--- src/rtl/dlx_fetch.sv ---
// dlx_fetch: DLX instruction-fetch stage. Owns the PC, runs the instruction-memory read
// handshake and strobes ID once per fetched word. Define DLX_FETCH_ALIGN_CHECK_EN for misaligned-redirect faults.
module dlx_fetch #(
  parameter int                ADDR_W   = 32,
  parameter logic [ADDR_W-1:0] RESET_PC = '0
) (
  input  logic              clk,
  input  logic              reset_n,
  output logic [ADDR_W-1:0] i_address,
  output logic              i_read_req,
  input  logic              i_ready,
  input  logic [31:0]       i_data_in,
  output logic [31:0]       i_data_read,
  output logic              ID,
  output logic [ADDR_W-1:0] pc,
  output logic [ADDR_W-1:0] npc,
  input  logic              next_ok,
  input  logic              stall,
  input  logic              redirect,
  input  logic [ADDR_W-1:0] redirect_pc,
  output logic              fetch_fault,
  output logic [2:0]        state
);

  // Handshake: i_read_req rises with i_address already stable and both hold until an edge
  // where i_ready is high; that edge completes the read. If i_read_req is still high in the
  // following cycle, that is a new request (possibly to a new address).
  typedef enum logic [2:0] {
    S_IDLE  = 3'd0,
    S_REQ   = 3'd1,
    S_DEC   = 3'd2,
    S_WAIT  = 3'd3,
    S_FLUSH = 3'd4,
    S_FAULT = 3'd5
  } state_t;

  state_t            st;
  logic [ADDR_W-1:0] fetch_pc;
  logic              pending;
  logic              pending_mis;
  logic [ADDR_W-3:0] pending_hi;
  logic              have_tgt;
  logic              red_mis;
  logic              tgt_mis;
  logic              go;
  logic [ADDR_W-1:0] tgt_al;
  logic [ADDR_W-1:0] pc_plus4;
  logic [ADDR_W-1:0] go_addr;

  assign state    = st;
  assign pc_plus4 = pc + ADDR_W'(4);
  assign have_tgt = redirect | pending;
  // A live redirect always beats a pending one (newest target wins).
  assign tgt_al   = redirect ? {redirect_pc[ADDR_W-1:2], 2'b00} : {pending_hi, 2'b00};

`ifdef DLX_FETCH_ALIGN_CHECK_EN
  assign red_mis = |redirect_pc[1:0];
`else
  logic unused_low;
  assign red_mis    = 1'b0;
  assign unused_low = ^redirect_pc[1:0];
`endif

  assign tgt_mis = redirect ? red_mis : (pending & pending_mis);
  assign go_addr = have_tgt ? tgt_al : ((st == S_WAIT && next_ok) ? pc_plus4 : fetch_pc);
  assign go      = !stall && !tgt_mis && (have_tgt || next_ok || st == S_IDLE);

  always_ff @(posedge clk or negedge reset_n) begin
    if (!reset_n) begin
      st          <= S_IDLE;
      i_read_req  <= 1'b0;
      i_address   <= RESET_PC;
      i_data_read <= '0;
      ID          <= 1'b0;
      pc          <= RESET_PC;
      npc         <= RESET_PC + ADDR_W'(4);
      fetch_fault <= 1'b0;
      fetch_pc    <= RESET_PC;
      pending     <= 1'b0;
      pending_mis <= 1'b0;
      pending_hi  <= '0;
    end else begin
      ID <= 1'b0;
      case (st)
        S_IDLE, S_WAIT: begin
          if (tgt_mis) begin
            st          <= S_FAULT;
            fetch_fault <= 1'b1;
            pending     <= 1'b0;
          end else if (go) begin
            st         <= S_REQ;
            i_read_req <= 1'b1;
            i_address  <= go_addr;
            fetch_pc   <= go_addr;
            pending    <= 1'b0;
          end else begin
            // Stalled: remember the target so it survives until stall drops.
            if (have_tgt) begin
              pending     <= 1'b1;
              pending_hi  <= go_addr[ADDR_W-1:2];
              pending_mis <= 1'b0;
            end
            if (have_tgt || (st == S_WAIT && next_ok)) fetch_pc <= go_addr;
          end
        end
        S_REQ: begin
          if (i_ready && redirect) begin
            if (tgt_mis) begin
              st          <= S_FAULT;
              fetch_fault <= 1'b1;
              i_read_req  <= 1'b0;
            end else begin
              i_address <= tgt_al;
              fetch_pc  <= tgt_al;
            end
          end else if (i_ready) begin
            st          <= S_DEC;
            ID          <= 1'b1;
            i_read_req  <= 1'b0;
            i_data_read <= i_data_in;
            pc          <= fetch_pc;
            npc         <= fetch_pc + ADDR_W'(4);
          end else if (redirect) begin
            st          <= S_FLUSH;
            pending     <= 1'b1;
            pending_hi  <= tgt_al[ADDR_W-1:2];
            pending_mis <= red_mis;
          end
        end
        S_DEC: begin
          st <= S_WAIT;
          if (redirect) begin
            pending     <= 1'b1;
            pending_hi  <= tgt_al[ADDR_W-1:2];
            pending_mis <= red_mis;
          end
        end
        S_FLUSH: begin
          // The stale read must complete before the target can be requested.
          if (i_ready) begin
            pending <= 1'b0;
            if (tgt_mis) begin
              st          <= S_FAULT;
              fetch_fault <= 1'b1;
              i_read_req  <= 1'b0;
            end else begin
              st        <= S_REQ;
              i_address <= tgt_al;
              fetch_pc  <= tgt_al;
            end
          end else if (redirect) begin
            pending_hi  <= tgt_al[ADDR_W-1:2];
            pending_mis <= red_mis;
          end
        end
        S_FAULT: begin
          i_read_req <= 1'b0;
        end
        default: begin
          st         <= S_IDLE;
          i_read_req <= 1'b0;
        end
      endcase
    end
  end

endmodule

--- config.mk ---
export PLATFORM = sky130hd
export DESIGN_NAME = dlx_fetch
export DESIGN_NICKNAME = d
export VERILOG_FILES = /design/src/rtl/dlx_fetch.sv
export SDC_FILE = /design/constraint.sdc
export NUM_CORES = 1
export LEC_CHECK = 0
export CAP_MARGIN = 20
export CORE_MARGIN = 2
export CORE_UTILIZATION = 55
export DETAILED_ROUTE_END_ITERATION = 6
export DONT_BUFFER_PORTS = 1
export PLACE_DENSITY = 0.8
export SYNTH_ARGS = -nofsm -noshare
export SYNTH_HDL_FRONTEND = slang
export SYNTH_SLANG_ARGS = --single-unit
--- constraint.sdc ---
create_clock -name clk -period 2.6 [get_ports clk]
set_clock_uncertainty 0.05 [all_clocks]
set_input_delay 0.26 -clock clk [delete_from_list [all_inputs] [get_ports clk]]
set_output_delay 0.26 -clock clk [all_outputs]
set_load 0.01 [all_outputs]
-- Yosys cells after proc, flatten, opt, wreduce, memory -nomap -nowiden
Index checks and enable logic that the tools add are counted.
- register bits: 198
- bits of input ports: 70
- output and inout bits: 134
- word-level logic and storage cells: 120
- add/sub/neg operators: 2
- equal/unequal tests: 19
- multiplexer cells: 61
- bitwise gates (word level): 5
- reductions and logical operators: 21
- operator list (cell ; count):
    $mux W32 ; 14
    $pmux W32 S3 ; 2
    $mux W30 ; 6
    $pmux W30 S4 ; 1
    $add A32 B3 Y32 const B ; 2
    $reduce_and A5 Y1 ; 6
    $mux W1 ; 25
    $mux W3 ; 8
    $ne A2 B2 Y1 const B ; 8
    $pmux W3 S5 ; 1
    $ne A3 B3 Y1 const B ; 4
    $pmux W1 S4 ; 3
    $ne A4 B4 Y1 const B ; 2
    $eq A3 B2 Y1 const B ; 2
    $eq A3 B3 Y1 const B ; 2
    $reduce_and A3 Y1 ; 2
    $logic_and A1 B1 Y1 ; 4
    $reduce_bool A4 Y1 ; 1
    $eq A3 B1 Y1 const B ; 1
    $logic_not A3 Y1 ; 1
    $logic_or A1 B1 Y1 ; 3
    $not A1 Y1 ; 3
    $pmux W1 S3 ; 1
    $reduce_bool A3 Y1 ; 1
    other kinds (4) ; 5

-- Depth between registers and ports, before layout
Gate-level depths: netlist of run 1.
- depth in word-level cells: 8
- mapped depth: 9
- depth with buffers taken out: 7

-- Worst setup path after synthesis of run 1
OpenSTA, ideal clock, no wires.
- path type: reg2reg
- start: register st[0] (netlist: state[0])
- end: register pending_hi[10]
- setup time: 125 ps
- arrival: 1774 ps
- required time: 2425 ps
- path slack: 651 ps
- cell stages (with the launch flop): 8
- buffers on the path: 2
- period minus slack after synthesis: 1949 ps
- cell sequence: dfrtp_1 buf_4 or3b_1 o31ai_2 a21oi_2 nand2b_4 buf_6 mux2_4
- cells in the longest elaborated chain, start to end: 8
- elaborated cells between the ends (all ways): 21
- classes of those cells: eq/ne (8); mux (6); reduce/logical (7)
- RTL lines (item ; line ; text):
    start, declared ; 37 ; state_t st;
    start signal, assigned ; 70 ; st <= S_IDLE;
    start signal, assigned ; 87 ; st <= S_FAULT;
    start signal, assigned ; 91 ; st <= S_REQ;
    $eq A3 B2 Y1 ; 65, 84 ;
    $logic_and A1 B1 Y1 ; 65 ; assign go_addr = have_tgt ? tgt_al : ((st == S_WAIT && next_ok) ? pc_plus4 : fetch_pc);
    $mux W32 (2 in a row) ; 65 ;
    $mux W30 ; 98 ; if (have_tgt) begin
    $mux W30 ; 90 ; end else if (go) begin
    $mux W30 ; 86 ; if (tgt_mis) begin
    $pmux W30 S4 ; 84 ; case (st)
    end signal, assigned ; 100 ; pending_hi <= go_addr[ADDR_W-1:2];
    end signal, assigned ; 126 ; pending_hi <= tgt_al[ADDR_W-1:2];
    end signal, assigned ; 134 ; pending_hi <= tgt_al[ADDR_W-1:2];
    end, declared ; 41 ; logic [ADDR_W-3:0] pending_hi;
Several ways; a longest one is shown, not always the timed one. The select of a mux whose other input is x is not followed.
A chain may end at the register's enable or synchronous reset.

-- Worst setup path in the final report of run 1
- start: register pc[10]
- end: register fetch_pc[27]
- cells in the longest elaborated chain, start to end: 7
- RTL lines (item ; line ; text):
    start, declared ; 15 ; output logic [ADDR_W-1:0] pc,
    start signal, assigned ; 121 ; pc <= fetch_pc;
    $add A32 B3 Y32 (*) ; 51 ; assign pc_plus4 = pc + ADDR_W'(4);
    $mux W32 (*) (2 in a row) ; 65 ;
    $mux W32 ; 103 ; if (have_tgt || (st == S_WAIT && next_ok)) fetch_pc <= go_addr;
    $mux W32 (*) ; 90 ;
    $mux W32 (*) ; 86 ;
    $pmux W32 S3 (*) ; 84 ;
    end signal, assigned ; 94 ; fetch_pc <= go_addr;
    end signal, assigned ; 103 ;
    end signal, assigned ; 114 ; fetch_pc <= tgt_al;
    end, declared ; 38 ; logic [ADDR_W-1:0] fetch_pc;
Mark *: on every way between the ends. The rest lies on a longest branch, timed or not. The select of a mux whose other input is x is not followed.

==> impl_metrics.ini, run 1 <==
[run_status]
status = finished with violations
violations = hold timing

[worst_hold_path]
hold_path_class = in -> async

[power_and_ir_drop]
switching_share_pct = 43.3
comb_power_share_pct = 33.8
p_leak_nw = 5.13
seqPwrFrac_pct = 46.2
switching_power_mw = 5.95
internal-power_mw = 7.80
clockPowerShare_pct = 20.0
peakVddDrop_mv = 0.832
power_density_nw_per_um2 = 1240

[floorplan]
fp.dieH_um = 137
io_pins = 204
core-area_um2 = 17200
start_util_pct = 56.1
die_x_um = 137
die-area_um2 = 18700
rows = 48

[sta]
hold_violations = 194
setup_viol = 0
rsz0062_at_grt = false
tightest_slew_ps = 823
whs_ps = -541
fin_crit_sh_pct = 88.7
slew_headroom_pct = 45.1
period_minus_slack_ps = 2310
fmax_ghz = 0.434
setup_tns_ps = 0
drv_slew = 0

[placed_design]
hpwl_um = 17300
port_buffers = 0
dpl-instance-area_um2 = 9900
gp_congestion = 0.886

[worst_setup_path]
reg2reg_slack_ps = 290
crit_top_cell = nor3_1
worstSetupStartpointType = flop
worstReg2RegStart = pc[10]$_DFFE_PN0P_
cp-end-kind = flop
cp.arrival_ps = 2590
timing.rr.end = fetch_pc[27]$_DFFE_PN0P_
max_stage_delay_ps = 560
cp_cell_sequence = and4_1 -> nand3_1 -> nor3_1 -> xor2_1 -> nor3_1 -> o31ai_1
crit_path_top_delay_cell = and4_1
cp.required_ps = 2890
critical_path_peak_fanout = 10
path_class = reg -> reg
ff2ff_path_depth = 6

[synthesis]
synthTopCellsByArea = dfrtp_1, nand2_1, o21ai_0
synth_ff_type = dfrtp_1
synth_cells = 1076
synth_common_cells = nand2_1, dfrtp_1, o21ai_0, nor2_1
yosys_warnings = 0
syn-num-nets = 1148
synth_top_cell_by_area = dfrtp_1
synth.top_cell.area_share_pct = 49.9
syn_avg_cell_area_um2 = 8.99
async_reset_ff_share_pct = 100
synth_seq_area_share_pct = 50.2
yosys.cell_types.count = 62
netlist_area_um2 = 9670
synth_edf_count = 0
synth_most_common_cell = nand2_1
ys_ff_latch = 194

[global_routing]
grt_use_total_pct = 28.2
grt_max_degree = 195
overflow = 0
antenna_found_initial = 0
grt_pass1_wl_um = 40400
grt_pass1_vias = 7701

[route]
vias_per_cell = 5.83
wl_per_cell_um = 19.1
drc = 0
drtIter0Drc = 637
wirelength_um = 25800
drtAntennaViolNets = 0
first_pass_iters = 5
num_vias = 7867

[cts]
clkTransAtPathRegs_ps = 70
clockBufferDepth = 2
cts-hold-fix-buffers = 56
worstSkewPairLatency_ps = 440
cts_tree = built
h-tree-depth = 4
cts_num_sinks = 194
cts.repair.resized = 0
cts_inserted_buffers = 17
post_cts_buffers = 0
clockRootBuffer = clkbuf_16

[final_layout]
stdcell_area_um2 = 11100
syn2layout_area_growth_pct = 14.5
diodes = 0
finish.net_count = 1184
layout-drive-gt1-share_pct = 9.96

[run]
cap_violations = 0
[layer usage]
metal  GRT usage [%]  vias up  wire [µm]  share of wire (%)
met5               0        -          0                  0
met1            34.6     3773      10000                 39
li1                -     3709          -                  -
met4            7.58        0        553                2.1
met2            48.6      340      13100                 51
met3            8.11       45       2190                8.5
[logic make-up after synthesis]
logic type	share of synthesized area, %
XOR/XNOR	4.06
flip-flops	50.2
AO/OA/AOI/OAI	11.9
adder cells (fa/ha/maj)	0.259
buffers and inverters	3.96
AND/OR/NAND/NOR	23.5
multiplexers	6.08
other	0.0388
[registers in the layout, summed over array words and instances (netlist names)]
signal	count
pending_hi	30
state	3
i_data_read	32
i_read_req	1
npc	30
ID	1
fetch_pc	32
i_address	32
pending	1
pc	32
[stage by stage]
stage	hold WS (ps)	util, %	setup slack [ps]	cells	total power [mW]
floorplan	-85.6	-	651	1076	9.29
global placement	-79.1	57.5	378	1262	10.7
detailed placement	-78.8	57.5	311	1262	10.9
CTS	-545	64.3	300	1350	13.7
global route	-560	64.3	123	1350	14.7
finish	-541	64.3	295	1350	13.7
[worst max-delay path: cells and delay by family (launching register included)]
kind            cells  cell delay, ps
xor+xnor            1             200
flops               1             500
compound gates      1             240
simple gates        4            1220
[how the worst max path moves through the flow]
stage	from	cells past startpoint	endpoint
floorplan	state[0]$_DFFE_PN0P_	7	pending_hi[10]$_DFFE_PN0P_
CTS	pc[10]$_DFFE_PN0P_	6	i_address[25]$_DFFE_PN0P_
finish	pc[10]$_DFFE_PN0P_	6	fetch_pc[27]$_DFFE_PN0P_
global placement	pc[10]$_DFFE_PN0P_	6	i_address[25]$_DFFE_PN0P_
detailed placement	pc[10]$_DFFE_PN0P_	6	i_address[25]$_DFFE_PN0P_
global route	pc[10]$_DFFE_PN0P_	6	fetch_pc[27]$_DFFE_PN0P_
[layout by cell type (no fill, tap or decap), types with 10 or more instances in the layout]
master	netlist	routed
a21oi_1	31	31
a31oi_1	10	10
and3_1	10	10
buf_4	7	30
clkbuf_16	0	17
dfrtp_1	193	193
dlygate4sd3_1	0	56
mux2_4	16	16
mux2i_1	28	28
nand2_1	352	351
nand3_1	21	21
nand4_1	14	14
nor2_1	46	45
nor3_1	12	12
o21ai_0	96	96
o21ai_1	24	24
o31ai_1	16	16
or3_1	10	10
xnor2_1	12	12
xor2_1	31	31
[cell type report]
class	count	area (µm²)
fillers	1365	6160
flip-flops and latches	194	4860
multi-input cells	805	4460
repair buffers	89	846
clock buffers	17	425
well taps	225	282
clock inverters	15	188
inverters	5	18.8
[power groups by stage]
stage	combinational (mW)	clock (mW)	sequential, mW
detailed placement	4.55	0	6.36
floorplan	3.50	0	5.79
CTS	4.63	2.78	6.34
global route	5.24	2.93	6.54
finish	4.64	2.75	6.35
global placement	4.35	0	6.34
Note: power is estimated with default switching activity, not from simulation.
==> run 2: changes to the inputs <==
CORE_MARGIN = 1.5   (was 2)
TNS_END_PERCENT = 5   (was not set)
==> impl_metrics.ini, run 2 (same netlist as run 1, synthesis figures left out) <==
[power_and_ir_drop]
total_power_mw = 13.6
peakVddDrop_mv = 0.742
power_density_nw_per_um2 = 1230
p_leak_nw = 5.13

[sta]
whs_ps = -540
fmax_ghz = 0.440
rsz0062_at_grt = false
slew_headroom_pct = 49.0
drv_slew = 0
setup_viol = 0
tightest_slew_ps = 762
fin_ws_ps = 328
hold_violations = 194
fin_crit_sh_pct = 87.4
setup_tns_ps = 0
period_minus_slack_ps = 2270

[worst_setup_path]
crit_top_cell = o21ai_0
max_stage_delay_ps = 540
worstSetupStartpointType = flop
path_class = reg -> reg
cp.arrival_ps = 2580
cp_cell_sequence = and4_1 -> nand4_4 -> o31a_1 -> nor3_1 -> o21ai_0 -> o21ai_0
cp-end-kind = flop
reg2reg_slack_ps = 330
timing.rr.end = i_address[25]$_DFFE_PN0P_
worstReg2RegStart = pc[10]$_DFFE_PN0P_
ff2ff_path_depth = 6
critical_path_peak_fanout = 10
crit_path_top_delay_cell = and4_1
cp.required_ps = 2910

[cts]
h-tree-depth = 4
cts-hold-fix-buffers = 59
clockRootBuffer = clkbuf_16
post_cts_buffers = 0
clockBufferDepth = 2
cts_inserted_buffers = 17
cts_tree = built
cts.repair.resized = 0
clkTransAtPathRegs_ps = 70
worstSkewPairLatency_ps = 440
cts_num_sinks = 194

[worst_hold_path]
hold_path_class = in -> async

[global_routing]
overflow = 0
antenna_found_initial = 1
grt_use_total_pct = 28.2
grt_pass1_wl_um = 39800
grt_max_degree = 195
grtUsageMet3_pct = 8.98
busiest_layer = met2
grtUsageMet1_pct = 33.2
grt_pass1_vias = 7705
grt_util_met2_pct = 47.7

[route]
drtIter0Drc = 618
first_pass_iters = 6
drc = 0
num_vias = 7823
drtAntennaViolNets = 0
wl_per_cell_um = 18.5
wirelength_um = 25000
vias_per_cell = 5.78

[placed_design]
dpl-instance-area_um2 = 9940
detailedPlace.worstSlack_ps = 355
hpwl_um = 17000
port_buffers = 0
placed_cells = 1262
gp_congestion = 0.905

[final_layout]
layout-drive-gt1-share_pct = 9.93
mostFrequentLayoutCells = nand2_1, dfrtp_1, o21ai_0
syn2layout_area_growth_pct = 14.8
diodes = 0
finish.net_count = 1187
utilization_pct = 64.4
final_common_cell = nand2_1
stdcell_area_um2 = 11100
finalNonFillerCells = 1353

[run_status]
status = finished with violations
violations = hold timing

[floorplan]
core-area_um2 = 17200
io_pins = 204
die-area_um2 = 18400
start_util_pct = 56.1
rows = 48
die_x_um = 136
fp.dieH_um = 136

[run]
cap_violations = 0
## run 2: layer usage
| layer | part of all wire [%] | wire length, µm |
|---|---|---|
| met1 | 39 | 9650 |
| met2 | 50 | 12600 |
| met3 | 8.5 | 2120 |
| met4 | 2.7 | 665 |
| met5 | 0.048 | 12 |
## run 2: area by class of cell
cell class,count,area (µm²)
clock buffers,17,425
clock inverters,15,145
fillers,1360,6130
inverters,5,18.8
multi-input cells,805,4460
flip-flops and latches,194,4860
well taps,225,282
repair buffers,92,913
## run 2: worst max-delay path by stage
stage	end	cells past startpoint	startpoint
after floorplan	pending_hi[10]$_DFFE_PN0P_	7	state[0]$_DFFE_PN0P_
after global placement	i_address[25]$_DFFE_PN0P_	6	pc[10]$_DFFE_PN0P_
after detailed placement	i_address[25]$_DFFE_PN0P_	6	pc[10]$_DFFE_PN0P_
after CTS	i_address[25]$_DFFE_PN0P_	6	pc[10]$_DFFE_PN0P_
after global routing	i_address[24]$_DFFE_PN0P_	7	state[1]$_DFFE_PN0P_
final	i_address[25]$_DFFE_PN0P_	6	pc[10]$_DFFE_PN0P_
## run 2: worst max-delay path, delay by kind of cell, from the launching register on
kind	cells	cell delay (ps)
simple gates	3	1010
compound gates	3	630
flops	1	500
## run 2: power by group
group / leakage, nW / switching, mW / internal [mW]
clock network: 0.278 / 1.23 / 1.35
logic: 2.41 / 2.74 / 1.99
registers: 2.44 / 1.89 / 4.40
==> run 3: changes to the inputs <==
ABC_CLOCK_PERIOD_IN_PS = 2600   (was not set)
GPL_TIMING_DRIVEN = 1   (was not set)
==> results of run 3 <==
Final layout, timing and power as in run 2 (identical DEF).
